$ cat config.mk
export PLATFORM = sky130hd
export DESIGN_NAME = gpio_apb_arbiter_flat
export DESIGN_NICKNAME = d
export VERILOG_FILES = /design/src/rtl/gpio_apb_arbiter_if.sv /design/src/rtl/gpio_apb_arbiter.sv /design/src/flat_wrapper.sv
export SDC_FILE = /design/constraint.sdc
export NUM_CORES = 1
export LEC_CHECK = 0
export CORE_ASPECT_RATIO = 1.1
export CORE_MARGIN = 2
export CORE_UTILIZATION = 40
export CTS_BUF_LIST = sky130_fd_sc_hd__clkbuf_8
export CTS_CLUSTER_DIAMETER = 120
export DETAILED_ROUTE_END_ITERATION = 12
export PLACE_DENSITY_LB_ADDON = 0.1
export SLEW_MARGIN = 15
export SYNTH_ARGS = -nofsm -noshare
export SYNTH_HDL_FRONTEND = slang
export SYNTH_SLANG_ARGS = --single-unit
export TNS_END_PERCENT = 20
$ cat constraint.sdc
create_clock -name clk -period 1.65 [get_ports clk]
set_input_delay 0.4125 -clock clk [delete_from_list [all_inputs] [get_ports clk]]
set_output_delay 0.4125 -clock clk [all_outputs]
set_load 0.05 [all_outputs]
$ cat src/rtl/gpio_apb_arbiter_if.sv
// rtl/gpio_apb_arbiter_if.sv - APB bus bundle between the arbiter and its subordinate
interface gpio_apb_arbiter_if #(
  parameter int AddrWidth = 32,
  parameter int DataWidth = 32
);
  logic                 sel;
  logic                 enable;
  logic                 write;
  logic [AddrWidth-1:0] addr;
  logic [DataWidth-1:0] wData;
  logic [DataWidth-1:0] rData;
  logic                 readyOut;
  logic                 subErr;

  modport master (
    output sel, enable, write, addr, wData,
    input  rData, readyOut, subErr
  );

  modport slave (
    input  sel, enable, write, addr, wData,
    output rData, readyOut, subErr
  );
endinterface

$ cat src/rtl/gpio_apb_arbiter.sv
// rtl/gpio_apb_arbiter.sv - two-requester round-robin arbiter driving one APB subordinate
module gpio_apb_arbiter #(
  parameter int AddrWidth = 32,
  parameter int DataWidth = 32,
  parameter int Timeout   = 16
) (
  input  logic                 clk,
  input  logic                 reset,
  input  logic                 req0,
  input  logic                 req1,
  input  logic [AddrWidth-1:0] addr0,
  input  logic [AddrWidth-1:0] addr1,
  input  logic [DataWidth-1:0] wData0,
  input  logic [DataWidth-1:0] wData1,
  input  logic                 write0,
  input  logic                 write1,
  output logic                 done0,
  output logic                 done1,
  output logic [DataWidth-1:0] rData0,
  output logic [DataWidth-1:0] rData1,
  output logic                 err0,
  output logic                 err1,
  gpio_apb_arbiter_if.master   apb
);

  typedef enum logic [1:0] {IDLE, SETUP, ACCESS} state_t;

  // Last ACCESS cycle index before the transfer is aborted.
  localparam logic [7:0] WaitLast = 8'(Timeout - 1);

  state_t               state;
  state_t               state_next;
  logic                 last_grant;
  logic                 owner;
  logic [7:0]           wait_cnt;
  logic                 write_q;
  logic [AddrWidth-1:0] addr_q;
  logic [DataWidth-1:0] wdata_q;

  logic                 elig0;
  logic                 elig1;
  logic                 grant_valid;
  logic                 grant;
  logic                 finish_ok;
  logic                 finish_abort;

  assign apb.sel    = (state != IDLE);
  assign apb.enable = (state == ACCESS);
  assign apb.write  = write_q;
  assign apb.addr   = addr_q;
  assign apb.wData  = wdata_q;

  // Arbitration and next-state selection; a requester whose done is high this cycle sits out.
  always_comb begin
    state_next   = state;
    elig0        = 1'b0;
    elig1        = 1'b0;
    grant_valid  = 1'b0;
    grant        = 1'b0;
    finish_ok    = 1'b0;
    finish_abort = 1'b0;
    case (state)
      IDLE: begin
        elig0 = req0 & ~done0;
        elig1 = req1 & ~done1;
        if (elig0 && elig1) begin
          grant_valid = 1'b1;
          grant       = ~last_grant;
        end else if (elig0 || elig1) begin
          grant_valid = 1'b1;
          grant       = elig1;
        end
        if (grant_valid) state_next = SETUP;
      end
      SETUP: state_next = ACCESS;
      ACCESS: begin
        if (apb.readyOut) begin
          finish_ok  = 1'b1;
          state_next = IDLE;
        end else if (wait_cnt == WaitLast) begin
          finish_abort = 1'b1;
          state_next   = IDLE;
        end
      end
      default: state_next = IDLE;
    endcase
  end

  // State register.
  always_ff @(posedge clk) begin
    if (reset) state <= IDLE;
    else       state <= state_next;
  end

  // Grant latch, wait counter and per-requester completion results.
  always_ff @(posedge clk) begin
    if (reset) begin
      last_grant <= 1'b1;
      owner      <= 1'b0;
      wait_cnt   <= '0;
      write_q    <= 1'b0;
      addr_q     <= '0;
      wdata_q    <= '0;
      done0      <= 1'b0;
      done1      <= 1'b0;
      err0       <= 1'b0;
      err1       <= 1'b0;
      rData0     <= '0;
      rData1     <= '0;
    end else begin
      done0 <= 1'b0;
      done1 <= 1'b0;
      if (grant_valid) begin
        owner      <= grant;
        last_grant <= grant;
        addr_q     <= grant ? addr1  : addr0;
        wdata_q    <= grant ? wData1 : wData0;
        write_q    <= grant ? write1 : write0;
        wait_cnt   <= '0;
      end else if (state == ACCESS && !apb.readyOut) begin
        wait_cnt <= wait_cnt + 8'd1;
      end
      if (finish_ok || finish_abort) begin
        if (owner) begin
          done1 <= 1'b1;
          err1  <= finish_abort | apb.subErr;
          if (finish_ok && !write_q) rData1 <= apb.rData;
        end else begin
          done0 <= 1'b1;
          err0  <= finish_abort | apb.subErr;
          if (finish_ok && !write_q) rData0 <= apb.rData;
        end
      end
    end
  end

endmodule

$ cat src/flat_wrapper.sv
// flat-port wrapper written by rule: the top's interface ports become plain ports
module gpio_apb_arbiter_flat 
#(
  parameter int AddrWidth = 32,
  parameter int DataWidth = 32,
  parameter int Timeout   = 16
)
  (clk, reset, req0, req1, addr0, addr1, wData0, wData1, write0, write1, done0, done1, rData0, rData1, err0, err1, apb_sel, apb_enable, apb_write, apb_addr, apb_wData, apb_rData, apb_readyOut, apb_subErr);
  gpio_apb_arbiter_if #(.AddrWidth(AddrWidth), .DataWidth(DataWidth)) apb_i ();
  input  logic clk;
  input  logic reset;
  input  logic req0;
  input  logic req1;
  input  logic [AddrWidth-1:0] addr0;
  input  logic [AddrWidth-1:0] addr1;
  input  logic [DataWidth-1:0] wData0;
  input  logic [DataWidth-1:0] wData1;
  input  logic write0;
  input  logic write1;
  output logic done0;
  output logic done1;
  output logic [DataWidth-1:0] rData0;
  output logic [DataWidth-1:0] rData1;
  output logic err0;
  output logic err1;
  output wire logic [$bits(apb_i.sel)-1:0] apb_sel;
  output wire logic [$bits(apb_i.enable)-1:0] apb_enable;
  output wire logic [$bits(apb_i.write)-1:0] apb_write;
  output wire logic [$bits(apb_i.addr)-1:0] apb_addr;
  output wire logic [$bits(apb_i.wData)-1:0] apb_wData;
  input wire logic [$bits(apb_i.rData)-1:0] apb_rData;
  input wire logic [$bits(apb_i.readyOut)-1:0] apb_readyOut;
  input wire logic [$bits(apb_i.subErr)-1:0] apb_subErr;
  assign apb_sel = apb_i.sel;
  assign apb_enable = apb_i.enable;
  assign apb_write = apb_i.write;
  assign apb_addr = apb_i.addr;
  assign apb_wData = apb_i.wData;
  assign apb_i.rData = apb_rData;
  assign apb_i.readyOut = apb_readyOut;
  assign apb_i.subErr = apb_subErr;
  gpio_apb_arbiter #(.AddrWidth(AddrWidth), .DataWidth(DataWidth), .Timeout(Timeout)) u_core (.clk(clk), .reset(reset), .req0(req0), .req1(req1), .addr0(addr0), .addr1(addr1), .wData0(wData0), .wData1(wData1), .write0(write0), .write1(write1), .done0(done0), .done1(done1), .rData0(rData0), .rData1(rData1), .err0(err0), .err1(err1), .apb(apb_i));
endmodule
### Word-level counts from Yosys, hierarchy flattened

Index checks and enable logic that the tools add are counted.

| cells by class | value |
|---|---|
| reductions and logical operators | 16 |
| bitwise logic cells | 8 |
| mux-type cells | 21 |
| $add $sub $neg | 1 |
| equal/unequal tests | 5 |

Operators by type and width:

| kind | count |
|---|---|
| $mux 32 | 2 |
| $mux 1 | 15 |
| $add 8x1->8 const B | 1 |
| $eq 8x4->1 const B | 1 |
| $mux 2 | 3 |
| $pmux 2 s3 | 1 |
| $reduce_and 2->1 | 3 |
| $reduce_and 3->1 | 2 |
| $not 1->1 | 5 |
| $reduce_or 2->1 | 2 |
| $logic_and 1x1->1 | 3 |
| $ne 3x1->1 const B | 1 |
| $and 1x1->1 | 2 |
| $eq 2x1->1 const B | 1 |
| $eq 2x2->1 const B | 1 |
| $logic_not 1->1 | 2 |
| $logic_not 2->1 | 1 |
| $logic_or 1x1->1 | 2 |
| $ne 2x1->1 const B | 1 |
| $reduce_bool 2->1 | 1 |
| $or 1x1->1 | 1 |

| word-level totals | value |
|---|---|
| flip-flop bits (word level) | 145 |
| input bits | 168 |

### Logic depth before layout (Yosys ltp)

| logic depth | value |
|---|---|
| word-level depth | 8 |
| gate-level depth with buffers | 8 |

### Least setup slack after synthesis

No wires, ideal clock.

| path | value |
|---|---|
| kind | register to register |
| start point | register u_core.done0 |
| end point | register u_core.wdata_q[10], in the netlist u_core.apb.wData[10] |
| clock period less this slack | 1763 ps |
| data required time | 1531 ps |
| slack | -113 ps |
| arrival | 1644 ps |
| cell stages (with the launch flop) | 8 |
| cell sequence | dfxtp_1 -> nor2b_1 -> a211o_1 -> clkbuf_1 -> buf_6 -> buf_6 -> mux2i_1 -> o2bb2ai_1 |

| on the way | value |
|---|---|
| word-level cells in the longest chain between the ends | 7 |
| elaborated cells between the ends (all ways) | 12 |

Ends and longest elaborated chain:

| item | RTL line | source |
|---|---|---|
| start, declared | gpio_apb_arbiter.sv:17 | `output logic done0,` |
| start signal, assigned | gpio_apb_arbiter.sv:104 | `done0 <= 1'b0;` |
| start signal, assigned | gpio_apb_arbiter.sv:111 | `done0 <= 1'b0;` |
| start signal, assigned | gpio_apb_arbiter.sv:129 | `done0 <= 1'b1;` |
| $not 1->1 * | gpio_apb_arbiter.sv:64 | `elig0 = req0 & ~done0;` |
| $and 1x1->1 * | gpio_apb_arbiter.sv:64 |  |
| $logic_or 1x1->1 | gpio_apb_arbiter.sv:69 | `end else if (elig0 \|\| elig1) begin` |
| $mux 1 | gpio_apb_arbiter.sv:69 |  |
| $mux 1 | gpio_apb_arbiter.sv:66 | `if (elig0 && elig1) begin` |
| $mux 1 | gpio_apb_arbiter.sv:62 | `case (state)` |
| $mux 32 or $mux 1 (tied branches) | gpio_apb_arbiter.sv:117, gpio_apb_arbiter.sv:62 |  |
| end signal, assigned | gpio_apb_arbiter.sv:117 | `wdata_q <= grant ? wData1 : wData0;` |
| end, declared | gpio_apb_arbiter.sv:38 | `logic [DataWidth-1:0] wdata_q;` |

Every way passes the cells marked *; elsewhere a longest branch is shown, timed or not. The select of a mux whose other input is x is not followed.
A chain may end at the register's enable or synchronous reset.

### Final worst setup path

| path | value |
|---|---|
| start point | register u_core.state[0] |
| end point | output apb_enable |

| on the way | value |
|---|---|
| word-level cells in the longest chain between the ends | 1 |

Ends and longest elaborated chain:

| item | RTL line | source |
|---|---|---|
| start, declared | gpio_apb_arbiter.sv:31 | `state_t state;` |
| start signal, assigned | gpio_apb_arbiter.sv:92 | `else state <= state_next;` |
| $eq 2x2->1 | gpio_apb_arbiter.sv:48 | `assign apb.enable = (state == ACCESS);` |
| end, declared | flat_wrapper.sv:27 | `output wire logic [$bits(apb_i.enable)-1:0] apb_enable;` |

Every way passes these cells.

==> reports/metrics.yaml <==
critPathMaxStageDelay_ps: 350
tightest_slew_ps: 324
synth_area_leader_cell: "dfxtp_1"
start_util_pct: 40.6
grt_setup_unrepaired: "true"
p_clk_share_pct: 34.5
p_seq_share_pct: 40.3
critical_path_class: "flop to output pin"
synthXorXnorAreaFrac_pct: 1.10
ys_async_sr_fraction_pct: 0
finClkSkew_ps: 5.96
worst-path-buf-inv: 2
num_rows: 45
maxCapViolations: 0
crit_fanout: 5
syn-cell-area_sq_um: 5560
via_per_inst: 5.03
wl_microns: 18100
die_w_microns: 116
internal_power_mw: 6.74
finalHoldViolations: 0
synth_nets: 748
drt-pass1-iter-count: 4
io_pins: 303
period_minus_slack_ps: 1600
post-route-util_pct: 69.3
fp.dieH_microns: 128
synth_ff_type: "dfxtp_1"
yosys_register_bits: 145
power_frac_comb_pct: 25.2
leakagePower_nw: 3.97
setup-violations-final: 0
powerDensity_nw_per_um2: 1010
clock-sinks: 145
timing.fmax_mhz: 623
yosys.area_share.simple_pct: 13.1
yosysWarnings: 0
path_cells: "nand2b_4 > inv_4 > buf_12"
htree_levels: 4
status: "finished, final reports clean"
drt_iter0_drc: 312
hold-worst-slack_ps: 322
synth_top_family_by_area: "compound AO/OA/AOI/OAI gates"
cpMaxStageDelayCell: "dfxtp_2"
synth_mux_area_share_pct: 11.7
switching_share_pct: 29.9
ctsLongestPathBuffers: 2
reg2reg_slack_ps: 100
slew_headroom_pct: 78.2
synth_top_area_share_pct: 52.3
required_ps: 1240
finalCritPeriodShare_pct: 97.2
clock_insertion_delay_worst_skew_ps: 450
synth-compound-area-share_pct: 17.5
syn_area_per_cell_sq_um: 9.59
worstSetupEndpointType: "output pin"
peakVddDrop_v: 0.000661
synthTopCellsByArea: "dfxtp_1 (52%), mux2i_1 (12%), o2bb2ai_1 (10%), nand2_1 (9.0%), a21oi_1 (6.1%)"
dieArea_sq_um: 14800
gp_congestion: 0.787
yosys.cell_types.count: 39
cts_made_buffers: 17
setup_slack_ps: 45.7
holdCritPathClass: "input pin to flop"
layout-drive-gt1-share_pct: 23.5
layout.area.seq_sq_um: 2910
cts_tree: "done"
fill_cells: 1080
p_switching_mw: 2.87
core_sq_um: 13700
drv_slew: 0
nets: 1048
io_buffer_count: 302
grt_max_degree: 71
dpl.hpwl_microns: 13300
crit_arrival_ps: 1190
grt_pass1_vias: 5542
diodes: 0
cts-root-buf: "clkbuf_8"
num_vias: 5432
grt_pass1_wl_microns: 27400
ant_nets: 0
finalPower_mw: 9.61
synth_adder_area_share_pct: 0.225
synth-edff-count: 0
syn_to_final_growth_pct: 70.8
wl_per_cell_microns: 16.8
place_ws_ps: -507
critPathTopFamily: "flip-flops"
drc: 0
ys_seq_area_share_pct: 52.3
crit_path_start_kind: "flop"
grt_util_all_layers_pct: 23.8
syn_inst: 579
antenna_found_initial: 0
path_clk_slew_ps: 80
overflow: 0
multi_input_area_sq_um: 2480
-- metrics by stage --
stage / cell area [sq um] / TNS [ps] / cells
CTS: 9430 / 0 / 1077
global placement: 8950 / -47260 / 1046
detailed placement: 8950 / -49510 / 1046
floorplan: 5560 / 0 / 579
global route: 9490 / -42.1 / 1079
finish: 9490 / 0 / 1079
-- cells by family (layout without fill, tap and decap cells) --
kind of cell	count (synthesis)	count (layout)
fa+ha+maj	1	1
simple gates	170	170
buf+inv	49	361
flops	145	145
xor+xnor	7	7
mux	65	65
compound gates	142	142
-- power by group through the flow --
stage | logic (mW) | clock network, mW | registers [mW]
2_1_floorplan | 0.577 | 0 | 4.61
3_3_place_gp | 2.37 | 0 | 3.94
3_5_place_dp | 2.40 | 0 | 3.94
4_1_cts | 2.41 | 3.38 | 3.87
5_1_grt | 2.54 | 3.53 | 3.90
6_report | 2.42 | 3.31 | 3.87
-- final cells by class --
| class | count | area share (%) |
|---|---|---|
| Clock inverter | 14 | 2.52 |
| Multi-Input combinational cell | 385 | 26.2 |
| Sequential cell | 145 | 30.6 |
| Tap cell | 188 | 2.48 |
| Inverter | 3 | 0.145 |
| Timing Repair Buffer | 327 | 35.6 |
| Clock buffer | 17 | 2.47 |
-- what timing repair did --
item | CTS | global route
setup endpoints to repair | 8 | 50
hold buffers | 0 | 0
gates resized for setup | 7 | 4
buffers inserted | 0 | 0
gates cloned | 0 | 2
-- state kept, by name, indices dropped and copies added, names as in the netlist, 2 cells and up --
name              flops
u_core.apb.addr      32
u_core.wait_cnt       8
u_core.state          2
u_core.apb.wData     32
u_core.rData0        32
u_core.rData1        32
-- worst paths after layout --
path                          from                 to  cells past startpoint
setup / recovery   u_core.state[0]         apb_enable                      3
hold / removal               reset    u_core.state[1]                      3
setup reg to reg   u_core.state[0]  u_core.rData1[13]                      6
hold reg to reg   u_core.rData0[3]   u_core.rData0[3]                      2
-- per-layer routing --
| layer | part of all wire [%] | track usage [%] | up-vias |
|---|---|---|---|
| met2 | 53 | 42.7 | 220 |
| met5 | 0 | 0 | - |
| li1 | - | - | 2619 |
| met4 | 2.0 | 8.75 | 0 |
| met3 | 7.9 | 7.83 | 25 |
| met1 | 37 | 25.9 | 2568 |
-- worst register-to-register path, delay by kind of cell (launching register included) --
kind,cells,cell delay (ps)
AND/OR/NAND/NOR,3,550
buffers and inverters,2,420
flip-flops,1,350
AO/OA/AOI/OAI,1,150
-- cells in the mapped netlist, types with 3 or more instances --
cell	count
xnor2_1	5
buf_2	15
buf_1	3
a21oi_1	68
o21ai_0	3
nand2b_1	3
buf_6	4
nor2_1	10
o2bb2ai_1	65
clkbuf_1	24
nor3_1	5
dfxtp_1	145
mux2i_1	65
nand2_1	133
-- layout by cell type (no fill, tap or decap), drive strengths merged, types with 2 or more instances in the layout --
master	count
nor3	6
xor2	2
clkbuf	18
o2bb2ai	65
a21oi	68
nor3b	3
nand3b	2
nor2b	2
xnor2	5
dfxtp	145
nand2	133
nand2b	3
inv	5
or3	2
or3b	2
clkinvlp	2
clkdlybuf4s50	166
clkinv	4
bufinv	6
buf	160
nor2	11
o21ai	3
mux2i	65
(Power assumes the default switching activity.)
